<file path="src/rtl/muldiv_sequencer_pkg.sv">
// rtl/muldiv_sequencer_pkg.sv - shared CPU constants for the MUL/DIV sequencer
// Opcode encodings are shared with the instruction control FSM.
package muldiv_sequencer_pkg;

  localparam int MULDIV_WIDTH = 16;

  localparam logic [3:0] OP_MUL = 4'b0001;
  localparam logic [3:0] OP_DIV = 4'b0011;

  typedef enum logic [1:0] {
    IDLE = 2'd0,
    CALC = 2'd1,
    DONE = 2'd2
  } state_t;

endpackage

</file>
<file path="src/rtl/muldiv_sequencer_if.sv">
// rtl/muldiv_sequencer_if.sv - start/busy/done request bus between control FSM and sequencer
// master issues opcodes and operands, slave returns the double-width result.
interface muldiv_sequencer_if
  import muldiv_sequencer_pkg::*;
#(
  parameter int WIDTH = MULDIV_WIDTH
);

  logic             start;
  logic [3:0]       opcode;
  logic [WIDTH-1:0] op1;
  logic [WIDTH-1:0] op2;
  logic             busy;
  logic             done;
  logic [WIDTH-1:0] result_lo;
  logic [WIDTH-1:0] result_hi;
  logic             div_by_zero;

  modport master (
    output start, opcode, op1, op2,
    input  busy, done, result_lo, result_hi, div_by_zero
  );

  modport slave (
    input  start, opcode, op1, op2,
    output busy, done, result_lo, result_hi, div_by_zero
  );

endinterface

</file>
<file path="src/rtl/muldiv_step.sv">
// rtl/muldiv_step.sv - one combinational iteration of shift-add multiply or restoring divide
// Pair {hi, lo} is {acc_hi, acc_lo} for MUL and {rem, quo} for DIV.
module muldiv_step #(
  parameter int WIDTH = 16
) (
  input  logic             is_div,
  input  logic [WIDTH-1:0] multiplicand,
  input  logic [WIDTH-1:0] divisor,
  input  logic [WIDTH-1:0] hi,
  input  logic [WIDTH-1:0] lo,
  output logic [WIDTH-1:0] next_hi,
  output logic [WIDTH-1:0] next_lo
);

  logic [WIDTH-1:0] addend;
  logic [WIDTH:0]   sum;
  logic [WIDTH:0]   shifted_rem;
  logic [WIDTH:0]   trial;
  logic             fits;

  always_comb begin
    addend      = lo[0] ? multiplicand : '0;
    sum         = {1'b0, hi} + {1'b0, addend};

    // rem < divisor always holds, so the WIDTH+1-bit difference top bit is the borrow.
    shifted_rem = {hi, lo[WIDTH-1]};
    trial       = shifted_rem - {1'b0, divisor};
    fits        = ~trial[WIDTH];

    if (is_div) begin
      next_hi = fits ? trial[WIDTH-1:0] : shifted_rem[WIDTH-1:0];
      next_lo = {lo[WIDTH-2:0], fits};
    end else begin
      next_hi = sum[WIDTH:1];
      next_lo = {sum[0], lo[WIDTH-1:1]};
    end
  end

endmodule

</file>
<file path="src/rtl/muldiv_sequencer.sv">
// rtl/muldiv_sequencer.sv - iterative one-bit-per-clock MUL/DIV sequencer with start/busy/done
// Results load only on entry to DONE and hold until the next completion.
module muldiv_sequencer
  import muldiv_sequencer_pkg::*;
#(
  parameter int WIDTH = MULDIV_WIDTH
) (
  input  logic              clk,
  input  logic              rst_n,
  muldiv_sequencer_if.slave bus
);

  localparam int             CW       = $clog2(WIDTH);
  localparam logic [CW-1:0]  CNT_LAST = CW'(WIDTH - 1);

  state_t           state;
  state_t           state_next;
  logic [CW-1:0]    cnt;
  logic             is_div;
  logic [WIDTH-1:0] op_a;
  logic [WIDTH-1:0] op_b;
  logic [WIDTH-1:0] work_hi;
  logic [WIDTH-1:0] work_lo;
  logic [WIDTH-1:0] step_hi;
  logic [WIDTH-1:0] step_lo;
  logic [WIDTH-1:0] res_lo;
  logic [WIDTH-1:0] res_hi;
  logic             dbz;

  logic             valid_op;
  logic             accept;
  logic             accept_dbz;

  always_comb begin
    valid_op   = (bus.opcode == OP_MUL) || (bus.opcode == OP_DIV);
    accept     = bus.start && valid_op && ((state == IDLE) || (state == DONE));
    accept_dbz = accept && (bus.opcode == OP_DIV) && (bus.op2 == '0);

    state_next = state;
    case (state)
      IDLE, DONE: begin
        if (accept) begin
          state_next = accept_dbz ? DONE : CALC;
        end else begin
          state_next = IDLE;
        end
      end
      CALC: begin
        if (cnt == CNT_LAST) begin
          state_next = DONE;
        end
      end
      default: state_next = IDLE;
    endcase
  end

  always_ff @(posedge clk or negedge rst_n) begin
    if (!rst_n) begin
      state <= IDLE;
    end else begin
      state <= state_next;
    end
  end

  muldiv_step #(.WIDTH(WIDTH)) u_step (
    .is_div       (is_div),
    .multiplicand (op_a),
    .divisor      (op_b),
    .hi           (work_hi),
    .lo           (work_lo),
    .next_hi      (step_hi),
    .next_lo      (step_lo)
  );

  always_ff @(posedge clk or negedge rst_n) begin
    if (!rst_n) begin
      cnt     <= '0;
      is_div  <= 1'b0;
      op_a    <= '0;
      op_b    <= '0;
      work_hi <= '0;
      work_lo <= '0;
      res_lo  <= '0;
      res_hi  <= '0;
      dbz     <= 1'b0;
    end else if (accept) begin
      is_div  <= (bus.opcode == OP_DIV);
      op_a    <= bus.op1;
      op_b    <= bus.op2;
      cnt     <= '0;
      work_hi <= '0;
      work_lo <= (bus.opcode == OP_DIV) ? bus.op1 : bus.op2;
      // Divide by zero bypasses CALC, so its result is produced right here.
      if (accept_dbz) begin
        res_lo <= '1;
        res_hi <= bus.op1;
        dbz    <= 1'b1;
      end
    end else if (state == CALC) begin
      work_hi <= step_hi;
      work_lo <= step_lo;
      cnt     <= cnt + 1'b1;
      if (cnt == CNT_LAST) begin
        res_lo <= step_lo;
        res_hi <= step_hi;
        dbz    <= 1'b0;
      end
    end
  end

  assign bus.busy        = (state == CALC);
  assign bus.done        = (state == DONE);
  assign bus.result_lo   = res_lo;
  assign bus.result_hi   = res_hi;
  assign bus.div_by_zero = dbz;

endmodule

</file>
<file path="src/flat_wrapper.sv">
// flat-port wrapper written by rule: the top's interface ports become plain ports
module muldiv_sequencer_flat import muldiv_sequencer_pkg::*;
#(
  parameter int WIDTH = MULDIV_WIDTH
)
  (clk, rst_n, bus_start, bus_opcode, bus_op1, bus_op2, bus_busy, bus_done, bus_result_lo, bus_result_hi, bus_div_by_zero);
  muldiv_sequencer_if #(.WIDTH(WIDTH)) bus_i ();
  input  logic clk;
  input  logic rst_n;
  input wire logic [$bits(bus_i.start)-1:0] bus_start;
  input wire logic [$bits(bus_i.opcode)-1:0] bus_opcode;
  input wire logic [$bits(bus_i.op1)-1:0] bus_op1;
  input wire logic [$bits(bus_i.op2)-1:0] bus_op2;
  output wire logic [$bits(bus_i.busy)-1:0] bus_busy;
  output wire logic [$bits(bus_i.done)-1:0] bus_done;
  output wire logic [$bits(bus_i.result_lo)-1:0] bus_result_lo;
  output wire logic [$bits(bus_i.result_hi)-1:0] bus_result_hi;
  output wire logic [$bits(bus_i.div_by_zero)-1:0] bus_div_by_zero;
  assign bus_i.start = bus_start;
  assign bus_i.opcode = bus_opcode;
  assign bus_i.op1 = bus_op1;
  assign bus_i.op2 = bus_op2;
  assign bus_busy = bus_i.busy;
  assign bus_done = bus_i.done;
  assign bus_result_lo = bus_i.result_lo;
  assign bus_result_hi = bus_i.result_hi;
  assign bus_div_by_zero = bus_i.div_by_zero;
  muldiv_sequencer #(.WIDTH(WIDTH)) u_core (.clk(clk), .rst_n(rst_n), .bus(bus_i));
endmodule
</file>
<file path="config.mk">
export PLATFORM = sky130hd
export DESIGN_NAME = muldiv_sequencer_flat
export DESIGN_NICKNAME = d
export VERILOG_FILES = /design/src/rtl/muldiv_sequencer_pkg.sv /design/src/rtl/muldiv_sequencer_if.sv /design/src/rtl/muldiv_step.sv /design/src/rtl/muldiv_sequencer.sv /design/src/flat_wrapper.sv
export SDC_FILE = /design/constraint.sdc
export NUM_CORES = 1
export LEC_CHECK = 0
export ABC_AREA = 1
export CORE_UTILIZATION = 52
export CTS_BUF_LIST = sky130_fd_sc_hd__clkbuf_8
export DETAILED_ROUTE_END_ITERATION = 10
export GPL_TIMING_DRIVEN = 0
export PLACE_DENSITY = 0.74
export SETUP_SLACK_MARGIN = 0.05
export SYNTH_ARGS = -nofsm -noshare
export SYNTH_HDL_FRONTEND = slang
export SYNTH_SLANG_ARGS = --single-unit
</file>
<file path="constraint.sdc">
create_clock -name clk -period 3.1 [get_ports clk]
set_input_delay 0.62 -clock clk [delete_from_list [all_inputs] [get_ports clk]]
set_output_delay 0.62 -clock clk [all_outputs]
set_load 0.01 [all_outputs]
</file>
==> results of run 1 <==
through the flow:
step                util (%)  std cells  power, µW  cell area, µm²
CTS                     63.4       1290       8540            8160
global route            63.4       1290       9360            8160
floorplan                  -       1028       5950            6990
detailed placement      61.8       1274       7630            7960
finish                  63.4       1290       8570            8160
global placement        61.6       1273       7550            7940
state kept, by name (all words and copies together), names as in the netlist:
register,count
u_core.cnt,4
u_core.bus.result_hi,16
u_core.work_hi,16
u_core.bus.div_by_zero,1
u_core.op_a,16
u_core.bus.result_lo,16
u_core.state,2
u_core.is_div,1
u_core.op_b,16
u_core.work_lo,16
cells in the mapped netlist (all sizes together) (2+ instances only):
library cell / number / area (µm²)
a21oi: 67 / 339
and2: 2 / 12.5
buf: 17 / 90.1
clkbuf: 22 / 82.6
dfrtp: 104 / 2600
fa: 2 / 40.0
ha: 33 / 413
inv: 159 / 597
nand2: 347 / 1330
nand3: 68 / 363
nand3b: 10 / 75.1
nand4: 10 / 62.6
nor2: 55 / 206
nor3: 8 / 50.1
o211ai: 24 / 180
o21ai: 78 / 390
o21bai: 2 / 15.0
o22ai: 5 / 31.3
or2: 4 / 27.5
xor2: 5 / 43.8
logic make-up after synthesis:
| group | after synthesis | share of synthesized area (%) |
|---|---|---|
| buffers and inverters | 199 | 11.1 |
| DFF | 104 | 37.2 |
| and+or+nand+nor | 504 | 30.4 |
| AOI/OAI and AO/OA | 180 | 14.1 |
| adders and majority gates | 35 | 6.48 |
| xor gates and xnor gates | 6 | 0.752 |
layout make-up:
type,instances,area (µm²),area share (%)
clock inverter,7,72.6,0.889
multi-input combinational,725,3620,44.3
timing repair buffer,74,756,9.26
inverter,160,601,7.36
buffer,39,174,2.13
sequential,104,2600,31.9
tap,172,215,2.64
clock buffer,9,124,1.52
power breakdown:
part	switching, µW	total (µW)	internal, µW
clock network	510	886	376
logic	3280	5290	2010
registers	422	2390	1970
total	4220	8570	4350
routing by layer:
metal / wire length (µm) / vias to the layer above
met5: 0 / -
met1: 9530 / 3205
met3: 1550 / 37
met2: 9260 / 303
li1: - / 3446
met4: 558 / 0
worst max-delay path by stage:
stage | to | cells after the start
after floorplan | u_core.work_hi[13] | 17
after global placement | u_core.cnt[0] | 1
after detailed placement | u_core.bus.result_hi[12] | 11
after CTS | u_core.work_hi[13] | 15
after global routing | u_core.bus.result_hi[12] | 16
final | u_core.work_hi[11] | 14
repair_timing:
item	in CTS	in global routing
hold endpoints to repair	0	0
endpoints found under the setup margin	0	12
resized for setup	0	2
hold buffers	0	0
==> impl_results.md, run 1 <==
* CP Launch Type: register
* Total power per unit cell area at ~1000 nW/µm²
* Status: finished clean
* Clk pin slew, worst setup/hold paths at ~110 ps
* Drt drc at 0
* TritonCTS clock tree: built
* Avg WL per Cell at approximately 16 µm
* Clk sinks at roughly 100
* Post-Route WL at about 21000 µm
* Max-slew violations at 0
* Setup_tns at 0 ps
* Fillcell total at 1202
* Root Driver: clkbuf_8
* Pre-CTS setup slack at between 1 and 1.5 ps
* Cell Rows at between 40 and 50
* Most frequent CP cell: nand2_1
* Cells after Synth at ~1000
* HPWL after DPL at approximately 17000 µm
* Unrepaired setup endpoints after global routing: false
* Avg Cell Area, Syn at 6.80 µm²
* Fmax at 0.359 GHz
* Max_cap viols at 0
* Setup Buffers After CTS at 0
* Post-synth EDFFs at 0
* FFs w/ async S/R, synth at 100%
* Worst hold path type: in -> async
* CP delay by family, top: compound AO/OA/AOI/OAI gates
* Worst slew margin at 38.5%
* Critical path required time at roughly 3400 ps
* Initial antenna violation count at 0
* Die W at between 100 and 150 µm
* Max stage delay on crit path at between 300 and 400 ps
* Critical path, cell by cell: clkbuf_1 -> clkbuf_2 -> nand2_1 -> inv_1 -> ha_1 -> a21oi_1 -> o21ai_0 -> nand2_1 -> nand3_1 -> a21oi_1 -> o21ai_0 -> nand2_1 -> nand2_1 -> o21ai_0
* Die area at around 14000 µm²
* Vias at roughly 7000
* Nets at around 1200
* Gr usage total at a little under a third
* Routability cong. at ~0.94
* Met2 usage at approximately 47%
* Pleak at ~0.0044 µW
* FF-to-FF End: u_core.work_hi[11]
* DR iter-0 viols at between 800 and 900
* Ports at 74
* Met3 GRT Util at around 5.8%
* WP buf/inv at 3
* Commonest cells after routing, fill and taps aside: nand2_1, inv_1, dfrtp_1
* CP arrival at 3100 ps
* Crit path time final at 2790 ps
* Clock skew at between 10 and 15 ps
* PortBufs at between 70 and 80
* Die height at around 120 µm
* Vias per inst at between 5 and 6
* Crit-path max FO at 10
* Worst Setup SP: u_core.work_lo[0]
* Global-route wire length before repair at approximately 33000 µm
* Ys flop type: dfrtp_1
* Cell variety after synth at 38
* Tcrit/Tclk final at around 90%
* Post-Syn Area at between 6000 and 7000 µm²
* Routing usage on met1 at 44.1%
* Commonest non-fill, non-tap cell in the layout: nand2_1
* CP Class: reg -> reg
* PnR worst setup slack at roughly 310 ps
* Area delta synth->final at 16.7%
* Core ar. at roughly 13000 µm²
* Synth warnings at 0
* Yosys reg bits at 104
* Worst vdd ir at 0.000720 V
* Reg2reg setup slack at approximately 310 ps
* Number of buffers created by CTS at 9
* Setup crit end kind: register
* Final Hold Viols at 0
* Pre-antenna DRT Iters at 8
* GRT Max-Usage Layer: met2
* Worst Max-Slew Pin Slew at a little over 900 ps
* Synth Net Count at approximately 1100
* Initial Util at between 50% and 60%
* Post-route ant nets at 0
* Sequential fraction of the synthesis area at between 30 and 40%
* Grt ovf at 0
* Worst r2r path cells at 14
* Worst hold slack at 195 ps
* CTS Buffer Depth at 2
* CTS H-tree lvls at 3
* Worst R2R Start: u_core.work_lo[0]
* Crit-path slowest cell: dfrtp_1
* Diode count at 0
* Endpoints failing setup at 0
* Number of global-route vias before repair at around 6300
* Layout cells sized above 1 at 4.65%
* Skew-Pair Late Insertion Delay at ~400 ps
* Largest net degree at the start of global routing at 66
No activity file was read; power rests on OpenSTA's default activity.
==> run 2, diff against run 1 <==
clock period = 3.2 ns   (was 3.1 ns; I/O delays follow)
==> results of run 2 <==
Same layout as run 1 (identical final DEF). Status: finished clean.
Main changes from that run: setup slack after placement 1.18 ps -> 81.2 ps; setup slack after layout 312 ps -> 412 ps; hold slack 195 ps -> 215 ps; register-to-register setup slack 310 ps -> 410 ps; total power 8570 µW -> 8300 µW; worst IR drop on VDD 0.000720 V -> 0.000697 V
